[config.mk]
export PLATFORM = sky130hd
export DESIGN_NAME = vga_timing_gen_flat
export DESIGN_NICKNAME = d
export VERILOG_FILES = /design/src/rtl/vga_timing_gen_if.sv /design/src/rtl/vga_timing_gen.sv /design/src/flat_wrapper.sv
export SDC_FILE = /design/constraint.sdc
export NUM_CORES = 1
export LEC_CHECK = 0
export BUFFER_PORTS_ARGS = -buffer_cell sky130_fd_sc_hd__buf_2
export CELL_PAD_IN_SITES_DETAIL_PLACEMENT = 1
export CELL_PAD_IN_SITES_GLOBAL_PLACEMENT = 2
export CORE_MARGIN = 5
export CORE_UTILIZATION = 30
export DETAILED_ROUTE_END_ITERATION = 6
export PLACE_DENSITY_LB_ADDON = 0.1
export SLEW_MARGIN = 20
export SYNTH_ARGS = -nofsm -noshare
export SYNTH_HDL_FRONTEND = slang
export SYNTH_SLANG_ARGS = --single-unit
[constraint.sdc]
create_clock -name Clk -period 4.9 [get_ports Clk]
set_clock_uncertainty 0.15 [all_clocks]
set_input_delay 0.735 -clock Clk [delete_from_list [all_inputs] [get_ports Clk]]
set_output_delay 0.735 -clock Clk [all_outputs]
set_load 0.01 [all_outputs]
[src/rtl/vga_timing_gen_if.sv]
// Scan-position, renderer colour and VGA pin bundle
// shared by the timing generator and its consumers.
interface vga_timing_gen_if;
  logic       R_in;
  logic       G_in;
  logic       B_in;
  logic [9:0] CounterX;
  logic [9:0] CounterY;
  logic       inDisplayArea;
  logic       PixelTick;
  logic       FrameTick;
  logic       vga_h_sync;
  logic       vga_v_sync;
  logic       vga_r;
  logic       vga_g;
  logic       vga_b;

  modport master (
    input  R_in, G_in, B_in,
    output CounterX, CounterY,
    output inDisplayArea,
    output PixelTick, FrameTick,
    output vga_h_sync, vga_v_sync,
    output vga_r, vga_g, vga_b
  );

  modport slave (
    output R_in, G_in, B_in,
    input  CounterX, CounterY,
    input  inDisplayArea,
    input  PixelTick, FrameTick,
    input  vga_h_sync, vga_v_sync,
    input  vga_r, vga_g, vga_b
  );
endinterface

[src/rtl/vga_timing_gen.sv]
// 640x480@60 VGA raster timing with a registered
// output stage aligning syncs and colour.
module vga_timing_gen #(
  parameter int CLK_DIV  = 2,
  parameter int H_ACTIVE = 640,
  parameter int H_FP     = 16,
  parameter int H_SYNC   = 96,
  parameter int H_BP     = 48,
  parameter int V_ACTIVE = 480,
  parameter int V_FP     = 10,
  parameter int V_SYNC   = 2,
  parameter int V_BP     = 33
) (
  input logic        Clk,
  input logic        Reset_n,
  vga_timing_gen_if.master bus
);

  localparam int H_TOTAL =
    H_ACTIVE + H_FP + H_SYNC + H_BP;
  localparam int V_TOTAL =
    V_ACTIVE + V_FP + V_SYNC + V_BP;
  localparam int DW =
    (CLK_DIV > 1) ? $clog2(CLK_DIV) : 1;

  localparam logic [DW-1:0] DIV_LAST =
    DW'(CLK_DIV - 1);
  localparam logic [9:0] X_LAST = 10'(H_TOTAL - 1);
  localparam logic [9:0] Y_LAST = 10'(V_TOTAL - 1);
  localparam logic [9:0] HS_LO = 10'(H_ACTIVE + H_FP);
  localparam logic [9:0] HS_HI =
    10'(H_ACTIVE + H_FP + H_SYNC);
  localparam logic [9:0] VS_LO = 10'(V_ACTIVE + V_FP);
  localparam logic [9:0] VS_HI =
    10'(V_ACTIVE + V_FP + V_SYNC);

  logic [DW-1:0] div;
  logic          x_last;
  logic          y_last;
  logic          h_pulse;
  logic          v_pulse;

  assign x_last = (bus.CounterX == X_LAST);
  assign y_last = (bus.CounterY == Y_LAST);

  assign bus.inDisplayArea =
    (bus.CounterX < 10'(H_ACTIVE)) &&
    (bus.CounterY < 10'(V_ACTIVE));

  assign h_pulse = (bus.CounterX >= HS_LO) &&
                   (bus.CounterX <  HS_HI);
  assign v_pulse = (bus.CounterY >= VS_LO) &&
                   (bus.CounterY <  VS_HI);

  always_ff @(posedge Clk or negedge Reset_n) begin
    if (!Reset_n) begin
      div           <= '0;
      bus.PixelTick <= 1'b0;
    end else begin
      div           <= (div == DIV_LAST) ? '0
                       : div + 1'b1;
      bus.PixelTick <= (div == DIV_LAST);
    end
  end

  always_ff @(posedge Clk or negedge Reset_n) begin
    if (!Reset_n) begin
      bus.CounterX  <= '0;
      bus.CounterY  <= '0;
      bus.FrameTick <= 1'b0;
    end else begin
      bus.FrameTick <= bus.PixelTick &&
                       x_last && y_last;
      if (bus.PixelTick) begin
        if (x_last) begin
          bus.CounterX <= '0;
          bus.CounterY <= y_last ? '0
                          : bus.CounterY + 10'd1;
        end else begin
          bus.CounterX <= bus.CounterX + 10'd1;
        end
      end
    end
  end

  // Pins lag the scan position by one pixel period.
  always_ff @(posedge Clk or negedge Reset_n) begin
    if (!Reset_n) begin
      bus.vga_h_sync <= 1'b1;
      bus.vga_v_sync <= 1'b1;
      bus.vga_r      <= 1'b0;
      bus.vga_g      <= 1'b0;
      bus.vga_b      <= 1'b0;
    end else if (bus.PixelTick) begin
      bus.vga_h_sync <= ~h_pulse;
      bus.vga_v_sync <= ~v_pulse;
      bus.vga_r      <= bus.R_in & bus.inDisplayArea;
      bus.vga_g      <= bus.G_in & bus.inDisplayArea;
      bus.vga_b      <= bus.B_in & bus.inDisplayArea;
    end
  end

endmodule

[src/flat_wrapper.sv]
// flat-port wrapper written by rule: the top's interface ports become plain ports
module vga_timing_gen_flat 
#(
  parameter int CLK_DIV  = 2,
  parameter int H_ACTIVE = 640,
  parameter int H_FP     = 16,
  parameter int H_SYNC   = 96,
  parameter int H_BP     = 48,
  parameter int V_ACTIVE = 480,
  parameter int V_FP     = 10,
  parameter int V_SYNC   = 2,
  parameter int V_BP     = 33
)
  (Clk, Reset_n, bus_R_in, bus_G_in, bus_B_in, bus_CounterX, bus_CounterY, bus_inDisplayArea, bus_PixelTick, bus_FrameTick, bus_vga_h_sync, bus_vga_v_sync, bus_vga_r, bus_vga_g, bus_vga_b);
  vga_timing_gen_if bus_i ();
  input logic Clk;
  input logic Reset_n;
  input wire logic [$bits(bus_i.R_in)-1:0] bus_R_in;
  input wire logic [$bits(bus_i.G_in)-1:0] bus_G_in;
  input wire logic [$bits(bus_i.B_in)-1:0] bus_B_in;
  output wire logic [$bits(bus_i.CounterX)-1:0] bus_CounterX;
  output wire logic [$bits(bus_i.CounterY)-1:0] bus_CounterY;
  output wire logic [$bits(bus_i.inDisplayArea)-1:0] bus_inDisplayArea;
  output wire logic [$bits(bus_i.PixelTick)-1:0] bus_PixelTick;
  output wire logic [$bits(bus_i.FrameTick)-1:0] bus_FrameTick;
  output wire logic [$bits(bus_i.vga_h_sync)-1:0] bus_vga_h_sync;
  output wire logic [$bits(bus_i.vga_v_sync)-1:0] bus_vga_v_sync;
  output wire logic [$bits(bus_i.vga_r)-1:0] bus_vga_r;
  output wire logic [$bits(bus_i.vga_g)-1:0] bus_vga_g;
  output wire logic [$bits(bus_i.vga_b)-1:0] bus_vga_b;
  assign bus_i.R_in = bus_R_in;
  assign bus_i.G_in = bus_G_in;
  assign bus_i.B_in = bus_B_in;
  assign bus_CounterX = bus_i.CounterX;
  assign bus_CounterY = bus_i.CounterY;
  assign bus_inDisplayArea = bus_i.inDisplayArea;
  assign bus_PixelTick = bus_i.PixelTick;
  assign bus_FrameTick = bus_i.FrameTick;
  assign bus_vga_h_sync = bus_i.vga_h_sync;
  assign bus_vga_v_sync = bus_i.vga_v_sync;
  assign bus_vga_r = bus_i.vga_r;
  assign bus_vga_g = bus_i.vga_g;
  assign bus_vga_b = bus_i.vga_b;
  vga_timing_gen #(.CLK_DIV(CLK_DIV), .H_ACTIVE(H_ACTIVE), .H_FP(H_FP), .H_SYNC(H_SYNC), .H_BP(H_BP), .V_ACTIVE(V_ACTIVE), .V_FP(V_FP), .V_SYNC(V_SYNC), .V_BP(V_BP)) u_core (.Clk(Clk), .Reset_n(Reset_n), .bus(bus_i));
endmodule
==> results of run 1 <==
[cell type report]
type	count	area share, %
well taps	52	3.94
repair buffers	32	9.70
flip-flops and latches	28	42.6
multi-input cells	96	38.2
inverters	10	2.27
clock buffers	4	3.33
[power groups by stage]
stage | registers, mW | clock network (mW) | logic [mW]
2_1_floorplan | 0.238 | 0 | 0.00112
4_1_cts | 0.233 | 0.154 | 0.00974
5_1_grt | 0.233 | 0.163 | 0.0110
3_3_place_gp | 0.237 | 0 | 0.00967
6_report | 0.233 | 0.147 | 0.00927
3_5_place_dp | 0.237 | 0 | 0.00974
[registers in the layout (all words and copies together), names as in the netlist]
register,cells
u_core.bus.CounterY,10
u_core.bus.vga_b,1
u_core.bus.CounterX,10
u_core.div,1
u_core.bus.PixelTick,1
u_core.bus.vga_v_sync,1
u_core.bus.vga_g,1
u_core.bus.vga_r,1
u_core.bus.FrameTick,1
u_core.bus.vga_h_sync,1
[logic make-up (layout without fill, tap and decap cells)]
group           Yosys count  in the layout  synth area share (%)
mux                       2              2                  1.44
fa+ha+maj                 4              4                  3.59
buf+inv                  14             46                  4.39
xor+xnor                 11             11                  6.91
simple gates             64             64                  26.8
compound gates           15             15                  6.46
flops                    28             28                  50.4
[worst reg2reg max path: stages (launching register included)]
cell                      delay [ns]
sky130_fd_sc_hd__dfrtp_1        0.70
sky130_fd_sc_hd__and4_1         0.46
sky130_fd_sc_hd__nand4_4        0.19
sky130_fd_sc_hd__or4b_1         0.50
sky130_fd_sc_hd__nand2_1        0.08
[layout by cell type (no fill, tap or decap), types with 2 or more instances in the layout]
cell type and count:
sky130_fd_sc_hd__nand4_1 6, sky130_fd_sc_hd__o22ai_1 4, sky130_fd_sc_hd__nor2_1 10, sky130_fd_sc_hd__nand3_1 4, sky130_fd_sc_hd__mux2i_1 2, sky130_fd_sc_hd__nor4bb_1 2, sky130_fd_sc_hd__xnor2_1 6, sky130_fd_sc_hd__xor2_1 5
sky130_fd_sc_hd__ha_1 4, sky130_fd_sc_hd__clkbuf_8 4, sky130_fd_sc_hd__a21oi_1 2, sky130_fd_sc_hd__and3_1 4, sky130_fd_sc_hd__inv_1 10, sky130_fd_sc_hd__dfstp_2 2, sky130_fd_sc_hd__dfrtp_1 26, sky130_fd_sc_hd__nand2_1 21
sky130_fd_sc_hd__nor3_1 3, sky130_fd_sc_hd__o21ai_0 6, sky130_fd_sc_hd__and4_1 2, sky130_fd_sc_hd__buf_2 32
[path summary, 6_finish.rpt]
check,cells after the start,to,startpoint
worst max-delay path,4,bus_inDisplayArea,u_core.bus.CounterY[6]$_DFFE_PN0P_
worst min-delay path,0,u_core.bus.PixelTick$_DFF_PN0_,u_core.div$_DFF_PN0_
worst max register to register,4,u_core.bus.CounterY[4]$_DFFE_PN0P_,u_core.bus.PixelTick$_DFF_PN0_
worst min register to register,0,u_core.bus.PixelTick$_DFF_PN0_,u_core.div$_DFF_PN0_
max in group asynchronous,1,u_core.bus.CounterY[6]$_DFFE_PN0P_,Reset_n
min in group asynchronous,1,u_core.bus.vga_r$_DFFE_PN0P_,Reset_n
[metal layers]
| layer | GRT usage [%] | share of wire (%) |
|---|---|---|
| met5 | 0 | 0 |
| met4 | 3.67 | 1.1 |
| met3 | 2.63 | 3.4 |
| met2 | 18.0 | 44 |
| met1 | 18.5 | 52 |
==> flow_metrics.env, run 1 <==
export IMPL_hold_path_class="flop to flop"
export IMPL_powerDensity_nw_per_um2=236
export IMPL_total_of_buffers_placed_on_input_and_output_ports=32
export IMPL_yosysUniqueCellTypes=36
export IMPL_die_height_um=78.2
export IMPL_ys_top_cells_by_count="26 x sky130_fd_sc_hd__dfrtp_1, 21 x sky130_fd_sc_hd__nand2_1, 10 x sky130_fd_sc_hd__inv_1, 10 x sky130_fd_sc_hd__nor2_1"
export IMPL_clk_transition_reported_paths_ns=0.10
export IMPL_netlist_top_cells_area="sky130_fd_sc_hd__dfrtp_1 47%, sky130_fd_sc_hd__nand2_1 5.7%, sky130_fd_sc_hd__dfstp_2 3.8%"
export IMPL_syn_num_nets=147
export IMPL_rows=24
export IMPL_clock_tree_htree_level_count=1
export IMPL_critical_path_class="flop to output pin"
export IMPL_syn_mean_instance_area_sq_um=10.1
export IMPL_effective_utilization_at_floorplan_pct=31.4
export IMPL_worst_case_setup_margin_in_the_final_layout_ns=2.31
export IMPL_worst_ep_arrival_time_ns=1.71
export IMPL_final_seq_area_sq_um=703
export IMPL_route_detailed_vias_per_inst=5.07
export IMPL_drt_wirelength_per_cell_um=16.1
export IMPL_drt_initial_drc_count=40
export IMPL_slowest_stage="sky130_fd_sc_hd__or3b_2"
export IMPL_cts_root_buffer_type="sky130_fd_sc_hd__clkbuf_8"
export IMPL_grt_first_pass_wirelength_um=5990
export IMPL_tritoncts="built"
export IMPL_synth_edff_count=0
export IMPL_syn2layout_area_growth_pct=18.4
export IMPL_setup_total_negative_slack_ns=0
export IMPL_synth_async_reset_ratio_pct=100
export IMPL_detailroute_via_count=1125
export IMPL_pwr_share_comb_pct=2.4
export IMPL_cts_repair_resized=0
export IMPL_clk_insertion_delay_late_ns=0.28
export IMPL_final_design_area_no_fill_sq_um=1650
export IMPL_power_share_sequential_pct=59.8
export IMPL_layout_drive_gt1_share_pct=25.3
export IMPL_yosysTopAreaCell="sky130_fd_sc_hd__dfrtp_1"
export IMPL_timing_final_hold_violations=0
export IMPL_share_clk_of_total_power_pct=37.8
export IMPL_worst_path_dominant_cell_family="simple AND/OR/NAND/NOR gates"
export IMPL_share_of_the_yosys_chip_area_belonging_to_registers_pct=50.4
export IMPL_final_instance_count_excl_fill=222
export IMPL_post_route_util_pct=37.2
export IMPL_detailed_place_hpwl_um=2690
export IMPL_critical_path_buf_inv_count=2
export IMPL_grt_antenna_before_repair=0
export IMPL_ir_drop_mv=0.0803
export IMPL_fillers=527
export IMPL_timing_worst_slew_pin_value_ns=0.654
export IMPL_multi_input_comb_area_sq_um=631
export IMPL_route_antenna_remaining_nets=0
export IMPL_place_congestion=0.679
export IMPL_synth_main_ff_cell="sky130_fd_sc_hd__dfrtp_1"
export IMPL_detail_route_first_pass_iterations=4
export IMPL_netlist_area_leader_share_pct=46.6
export IMPL_postSynthRegisterBits=28
export IMPL_post_place_cells=218
export IMPL_cp_end_kind="output pin"
export IMPL_synth_area_sq_um=1400
export IMPL_numClockSinks=28
export IMPL_finalSetupViolations=0
export IMPL_timing_max_slew_rel_slack_pct=56.4
export IMPL_dp_worst_setup_slack_ns=2.62
export IMPL_drv_max_cap_violation_count=0
export IMPL_rrSetupSlack_ns=2.77
export IMPL_die_ar_sq_um=6110
export IMPL_design_core_area_sq_um=4440
export IMPL_synthMostInstantiatedCell="sky130_fd_sc_hd__dfrtp_1"
export IMPL_hold_buffers=0
export IMPL_p_leak_nw=0.821
export IMPL_slowest_delay_ns=0.51
export IMPL_grt_start_max_net_pins=29
export IMPL_syn_instance_count=138
export IMPL_clock_tree_buffer_depth=2
export IMPL_cts_post_setup_buffers_inserted=0
export IMPL_layout_nets=180
export IMPL_swShare_pct=21.1
export IMPL_finalPower_mw=0.389
export IMPL_finalCriticalPeriod_ns=2.59
export IMPL_crit_fanout=6
export IMPL_power_report_internal_total_mw=0.307
export IMPL_finalCritPeriodShare_pct=53.0
export IMPL_worst_hold_slack_ns=0.242
export IMPL_worst_ep_required_time_ns=4.01
export IMPL_fmax_ghz=0.385
export IMPL_globalRouteTotalUtil_pct=12.4
export IMPL_cp_cell_sequence="and4_1, or3b_2, inv_1, buf_2"
export IMPL_cts_made_buffers=3
export IMPL_detailed_place_area_sq_um=1600
export IMPL_finalWirelength_um=3570
export IMPL_num_antenna_cells=0
export IMPL_netSwitchingPower_mw=0.0821
export IMPL_timing_final_max_slew_violations=0
export IMPL_outcome="completed"
export IMPL_rsz0062_at_grt="false"
export IMPL_io_pins=33
export IMPL_number_of_global_route_vias_before_repair=1152
export IMPL_die_x_um=78.2
export IMPL_globalRouteOverflowTotal=0
export IMPL_timing_critical_path_from_type="flop"
export IMPL_synth_yosys_warnings=0
export IMPL_detail_route_drc_violations=0
Note: power is estimated with default switching activity, not from simulation.
==> inputs of run 2 (changes only) <==
Settings changed: ABC_AREA set to 1.
Clock period 4.9 ns to 2.65 ns, I/O delays scaled along.
==> flow_metrics.env, run 2 <==
export IMPL_outcome="finished with violations"
export IMPL_violations="negative hold slack"
export IMPL_worst_ep_required_time_ns=2.10
export IMPL_r2r_cells=7
export IMPL_clock_tree_htree_level_count=1
export IMPL_final_seq_area_sq_um=703
export IMPL_finalCritPeriodShare_pct=78.5
export IMPL_number_of_global_route_vias_before_repair=1520
export IMPL_hold_buffers=0
export IMPL_critical_path_buf_inv_count=2
export IMPL_critical_path_reg2reg_endpoint="u_core.bus.CounterX[8]$_DFFE_PN0P_"
export IMPL_total_of_buffers_placed_on_input_and_output_ports=32
export IMPL_mostFrequentLayoutCells="47 x sky130_fd_sc_hd__nand2_1, 32 x sky130_fd_sc_hd__buf_2, 27 x sky130_fd_sc_hd__inv_1"
export IMPL_syn_num_nets=209
export IMPL_post_synth_xor_area_fraction_pct=1.72
export IMPL_cp_depth=5
export IMPL_compound_cell_area_share_of_the_yosys_netlist_pct=8.03
export IMPL_layout_drive_gt1_share_pct=21.0
export IMPL_syn_mean_instance_area_sq_um=7.63
export IMPL_place_congestion=0.837
export IMPL_dp_worst_setup_slack_ns=0.797
export IMPL_worst_ep_arrival_time_ns=1.53
export IMPL_layout_nets=243
export IMPL_clk_insertion_delay_late_ns=0.27
export IMPL_synth_edff_count=0
export IMPL_clk_transition_reported_paths_ns=0.10
export IMPL_rows=26
export IMPL_grt_antenna_before_repair=0
export IMPL_multi_input_comb_area_sq_um=688
export IMPL_yosysTopAreaCell="sky130_fd_sc_hd__dfrtp_1"
export IMPL_detail_route_first_pass_iterations=3
export IMPL_syn2layout_area_growth_pct=18.4
export IMPL_globalRouteTotalUtil_pct=14.1
export IMPL_timing_rr_start="u_core.bus.PixelTick$_DFF_PN0_"
export IMPL_critical_path_class="flop to output pin"
export IMPL_design_core_area_sq_um=5010
export IMPL_synth_area_sq_um=1530
export IMPL_cp_end_kind="output pin"
export IMPL_clock_tree_buffer_depth=2
export IMPL_finalPower_mw=0.717
export IMPL_crit_fanout=7
export IMPL_grt_first_pass_wirelength_um=7200
export IMPL_slowest_delay_ns=0.48
export IMPL_worst_setup_path_startpoint="u_core.bus.CounterY[5]$_DFFE_PN0P_"
export IMPL_fillers=649
export IMPL_finalWirelength_um=4220
export IMPL_timing_worst_slew_pin_value_ns=0.662
export IMPL_synthMostInstantiatedCell="sky130_fd_sc_hd__nand2_1"
export IMPL_cts_made_buffers=3
export IMPL_tritoncts="built"
export IMPL_rsz0062_at_grt="false"
export IMPL_detailroute_via_count=1417
export IMPL_synth_async_reset_ratio_pct=100
export IMPL_cp_cell_sequence="nand2_1, nor2_1, or2_2, inv_1, buf_2"
export IMPL_detailed_place_hpwl_um=3300
export IMPL_globalRouteOverflowTotal=0
export IMPL_timing_final_hold_violations=13
export IMPL_timing_max_slew_rel_slack_pct=55.9
export IMPL_syn_instance_count=200
export IMPL_route_antenna_remaining_nets=0
export IMPL_largest_family_of_logic_cells_by_synthesized_area="simple AND/OR/NAND/NOR gates"
export IMPL_postSynthRegisterBits=28
export IMPL_drt_initial_drc_count=19
export IMPL_numClockSinks=28
export IMPL_slowest_stage="sky130_fd_sc_hd__dfrtp_1"
export IMPL_powerDensity_nw_per_um2=397
export IMPL_synth_main_ff_cell="sky130_fd_sc_hd__dfrtp_1"
export IMPL_worst_case_setup_margin_in_the_final_layout_ns=0.569
export IMPL_num_antenna_cells=0
export IMPL_hold_path_class="primary input to async pin"
export IMPL_rrSetupSlack_ns=0.79
export IMPL_setup_total_negative_slack_ns=0
export IMPL_cts_root_buffer_type="sky130_fd_sc_hd__clkbuf_8"
export IMPL_yosysUniqueCellTypes=24
export IMPL_fmax_ghz=0.480
export IMPL_endpoint="bus_inDisplayArea"
export IMPL_p_leak_nw=0.928
export IMPL_die_x_um=81.3
export IMPL_ir_drop_mv=0.184
export IMPL_synth_yosys_warnings=0
export IMPL_cts_repair_resized=0
export IMPL_cts_post_setup_buffers_inserted=0
export IMPL_netlist_top_cells_area="sky130_fd_sc_hd__dfrtp_1 43%, sky130_fd_sc_hd__nand2_1 12%, sky130_fd_sc_hd__inv_1 6.6%"
export IMPL_portion_of_netlist_area_occupied_by_mux_cells_pct=0
export IMPL_biggestRegsByFlops="u_core.bus.CounterX (10), u_core.bus.CounterY (10)"
export IMPL_final_common_cell="sky130_fd_sc_hd__nand2_1"
export IMPL_worst_path_dominant_cell_family="simple AND/OR/NAND/NOR gates"
export IMPL_post_route_util_pct=36.1
export IMPL_netlist_area_leader_share_pct=42.6
export IMPL_detailed_place_area_sq_um=1750
export IMPL_post_synth_and_or_nand_nor_area_fraction_pct=32.0
export IMPL_final_design_area_no_fill_sq_um=1810
export IMPL_drt_wirelength_per_cell_um=13.9
export IMPL_worst_hold_slack_ns=-0.0100
export IMPL_die_height_um=81.3
export IMPL_route_detailed_vias_per_inst=4.68
export IMPL_ys_top_cells_by_count="47 x sky130_fd_sc_hd__nand2_1, 27 x sky130_fd_sc_hd__inv_1, 26 x sky130_fd_sc_hd__dfrtp_1"
export IMPL_timing_critical_path_from_type="flop"
export IMPL_timing_final_max_slew_violations=0
export IMPL_die_ar_sq_um=6610
export IMPL_effective_utilization_at_floorplan_pct=30.5
export IMPL_detail_route_drc_violations=0
export IMPL_finalCriticalPeriod_ns=2.08
export IMPL_share_of_the_yosys_chip_area_belonging_to_registers_pct=46.1
export IMPL_finalSetupViolations=0
export IMPL_io_pins=33
export IMPL_synthAdderAreaFrac_pct=3.28
export IMPL_drv_max_cap_violation_count=0
export IMPL_grt_start_max_net_pins=29
run 2: cell types whose count changed after synthesis, moves of 4 or more:
cell,delta
sky130_fd_sc_hd__and3_1,-4
sky130_fd_sc_hd__inv_1,+17
sky130_fd_sc_hd__nand2_1,+26
sky130_fd_sc_hd__nand3_1,+14
sky130_fd_sc_hd__nor2_1,+11
sky130_fd_sc_hd__o21ai_0,+7
sky130_fd_sc_hd__o21ai_1,+5
sky130_fd_sc_hd__o22ai_1,-4
sky130_fd_sc_hd__xnor2_1,-6
run 2: area by class of cell:
class                   instances  area share (%)
clock buffers                   4            3.05
well taps                      70            4.85
flip-flops and latches         28            38.9
inverters                      30            6.23
multi-input cells             139            38.1
repair buffers                 32            8.86
run 2: how the worst min path moves through the flow:
stage | end | cells past startpoint | slack (ns)
6_report | u_core.bus.CounterX[4]$_DFFE_PN0P_ | 1 | -0.01
5_1_grt | u_core.bus.CounterX[6]$_DFFE_PN0P_ | 1 | 0.05
4_1_cts | u_core.bus.CounterX[6]$_DFFE_PN0P_ | 1 | 0.02
3_5_place_dp | u_core.bus.PixelTick$_DFF_PN0_ | 0 | 0.22
3_3_place_gp | u_core.bus.PixelTick$_DFF_PN0_ | 0 | 0.21
2_1_floorplan | u_core.bus.CounterX[0]$_DFFE_PN0P_ | 0 | -0.05
run 2: where the power goes:
part / leakage, nW / switching [mW] / total (mW) / internal (mW)
registers: 0.363 / 0.00113 / 0.431 / 0.429
logic: 0.536 / 0.0126 / 0.0171 / 0.00455
clock network: 0.0288 / 0.136 / 0.269 / 0.133
run 2: cells by family (layout without fill, tap and decap cells):
family,Yosys count,after routing
buffers and inverters,33,66
adders and majority gates,4,4
and+or+nand+nor,108,108
DFF,28,28
xor gates and xnor gates,3,3
AOI/OAI and AO/OA,24,24
run 2: stage by stage:
stage | hold WS (ns) | std cells
2_1_floorplan | -0.0481 | 200
3_3_place_gp | 0.212 | 299
3_5_place_dp | 0.224 | 299
4_1_cts | 0.0240 | 303
5_1_grt | 0.0482 | 303
6_report | -0.0100 | 303
run 2: layer usage:
| layer | vias up | track usage [%] | wire length, um |
|---|---|---|---|
| met3 | 4 | 2.33 | 150 |
| met2 | 18 | 24.4 | 2170 |
| li1 | 706 | - | - |
| met5 | - | 0 | 0 |
| met1 | 689 | 17.3 | 1840 |
| met4 | 0 | 5.24 | 56 |
run 2: worst register-to-register path, stage by stage, from the launching register on:
cell	delay, ns
sky130_fd_sc_hd__dfrtp_1	0.64
sky130_fd_sc_hd__inv_2	0.21
sky130_fd_sc_hd__nor2_2	0.25
sky130_fd_sc_hd__nand2_1	0.12
sky130_fd_sc_hd__nor2_1	0.10
sky130_fd_sc_hd__nand2_1	0.07
sky130_fd_sc_hd__o21ai_0	0.16
sky130_fd_sc_hd__nor2_1	0.06
==> inputs of run 3 (changes only) <==
Settings changed: CORE_UTILIZATION 30 to 27.
Clock period 2.65 ns to 1.79 ns, I/O delays scaled along.
==> flow_metrics.env, run 3 (synthesis gave the netlist of run 2 again) <==
export IMPL_rows=27
export IMPL_finalWirelength_um=4620
export IMPL_final_common_cell="sky130_fd_sc_hd__nand2_1"
export IMPL_place_congestion=0.738
export IMPL_die_height_um=85.2
export IMPL_endpoint="bus_inDisplayArea"
export IMPL_mostFrequentLayoutCells="44 x sky130_fd_sc_hd__nand2_1, 32 x sky130_fd_sc_hd__buf_2, 24 x sky130_fd_sc_hd__inv_1"
export IMPL_timing_final_hold_violations=0
export IMPL_fmax_ghz=0.580
export IMPL_ir_drop_mv=0.278
export IMPL_grt_antenna_before_repair=0
export IMPL_powerDensity_nw_per_um2=533
export IMPL_design_core_area_sq_um=5510
export IMPL_detailroute_via_count=1481
export IMPL_cts_root_buffer_type="sky130_fd_sc_hd__clkbuf_8"
export IMPL_clk_transition_reported_paths_ns=0.10
export IMPL_cts_made_buffers=3
export IMPL_io_pins=33
export IMPL_timing_critical_path_from_type="flop"
export IMPL_critical_path_class="flop to output pin"
export IMPL_post_route_util_pct=36.2
export IMPL_drt_initial_drc_count=55
export IMPL_timing_max_slew_rel_slack_pct=55.9
export IMPL_clock_tree_buffer_depth=2
export IMPL_hold_path_class="primary input to flop"
export IMPL_syn2layout_area_growth_pct=30.7
export IMPL_effective_utilization_at_floorplan_pct=27.7
export IMPL_die_ar_sq_um=7260
export IMPL_die_x_um=85.2
export IMPL_final_instance_count_excl_fill=325
export IMPL_globalRouteTotalUtil_pct=13.3
export IMPL_finalCriticalPeriod_ns=1.73
export IMPL_timing_worst_slew_pin_value_ns=0.661
export IMPL_worst_ep_required_time_ns=1.37
export IMPL_post_place_cells=310
export IMPL_globalRouteOverflowTotal=0
export IMPL_total_of_buffers_placed_on_input_and_output_ports=32
export IMPL_finalSetupViolations=0
export IMPL_grt_start_max_net_pins=29
export IMPL_detail_route_first_pass_iterations=4
export IMPL_num_antenna_cells=0
export IMPL_tritoncts="built"
export IMPL_cp_end_kind="output pin"
export IMPL_finalCritPeriodShare_pct=96.4
export IMPL_rsz0062_at_grt="true"
export IMPL_route_detailed_vias_per_inst=4.56
export IMPL_detailed_place_hpwl_um=3520
export IMPL_worst_setup_path_startpoint="u_core.bus.CounterX[9]$_DFFE_PN0P_"
export IMPL_outcome="completed"
export IMPL_clock_tree_htree_level_count=1
export IMPL_drt_wirelength_per_cell_um=14.2
export IMPL_clk_insertion_delay_late_ns=0.27
export IMPL_layout_nets=263
export IMPL_final_design_area_no_fill_sq_um=2000
export IMPL_detailed_place_area_sq_um=1820
export IMPL_route_antenna_remaining_nets=0
export IMPL_numClockSinks=28
export IMPL_p_leak_nw=1.04
export IMPL_biggestRegsByFlops="u_core.bus.CounterX (10), u_core.bus.CounterY (10)"
export IMPL_crit_fanout=4
export IMPL_critical_path_reg2reg_endpoint="u_core.bus.CounterY[1]$_DFFE_PN0P_"
export IMPL_drv_max_cap_violation_count=0
export IMPL_layout_drive_gt1_share_pct=32.4
export IMPL_worst_case_setup_margin_in_the_final_layout_ns=0.0650
export IMPL_detail_route_drc_violations=0
export IMPL_setup_total_negative_slack_ns=0
export IMPL_timing_rr_start="u_core.bus.CounterX[7]$_DFFE_PN0P_"
export IMPL_r2r_cells=9
export IMPL_worst_ep_arrival_time_ns=1.31
export IMPL_grt_first_pass_wirelength_um=7940
export IMPL_fillers=705
export IMPL_dp_worst_setup_slack_ns=-0.0290
export IMPL_number_of_global_route_vias_before_repair=1630
export IMPL_rrSetupSlack_ns=0.11
export IMPL_timing_final_max_slew_violations=0
## run 3: critical path, stage by stage (launching register included)
cell and delay, ns:
sky130_fd_sc_hd__dfrtp_1 0.43, sky130_fd_sc_hd__nand2_2 0.11, sky130_fd_sc_hd__nand3_2 0.08, sky130_fd_sc_hd__or2_4 0.25, sky130_fd_sc_hd__inv_1 0.05, sky130_fd_sc_hd__buf_2 0.12
## run 3: worst min path at each step
stage                        start                                 end  slack (ns)  cells past startpoint
after floorplan            Reset_n  u_core.bus.CounterX[0]$_DFFE_PN0P_       -0.18                      0
after global placement     Reset_n      u_core.bus.FrameTick$_DFF_PN0_        0.19                      1
after detailed placement   Reset_n      u_core.bus.FrameTick$_DFF_PN0_        0.21                      1
after CTS                 bus_R_in        u_core.bus.vga_r$_DFFE_PN0P_        0.09                      3
after global routing      bus_B_in        u_core.bus.vga_b$_DFFE_PN0P_        0.09                      3
final                     bus_R_in        u_core.bus.vga_r$_DFFE_PN0P_        0.09                      3
## run 3: power by group
part | switching [mW] | internal, mW | leakage, nW
Clock | 0.203 | 0.197 | 0.0288
Sequential | 0.00173 | 0.636 | 0.358
Combinational | 0.0181 | 0.00809 | 0.649
## run 3: cell type report
class / count / area [sq um] / area share, %
Multi-Input combinational cell: 139 / 718 / 36.0
Sequential cell: 28 / 707 / 35.4
Timing Repair Buffer: 52 / 313 / 15.7
Inverter: 30 / 113 / 5.64
Tap cell: 72 / 90.1 / 4.51
Clock buffer: 4 / 55.1 / 2.76
## run 3: repair_timing
item	CTS	global route
cloned	0	0
gates resized for setup	3	13
hold buffers	1	0
setup endpoints to repair	7	10
pin swaps	1	6
buffers inserted	8	2
hold endpoints to repair	26	0
## run 3: metal layers
| layer | wire length (um) | global-route usage (%) |
|---|---|---|
| met3 | 142 | 1.94 |
| met2 | 2180 | 22.7 |
| met5 | 0 | 0 |
| met1 | 2290 | 18.3 |
| met4 | 8 | 1.73 |
## run 3: through the flow
stage,power (mW),hold slack (ns)
finish,1.06,0.0936
global route,1.11,0.0920
CTS,1.09,0.0873
detailed placement,0.676,0.206
global placement,0.675,0.188
floorplan,0.654,-0.177
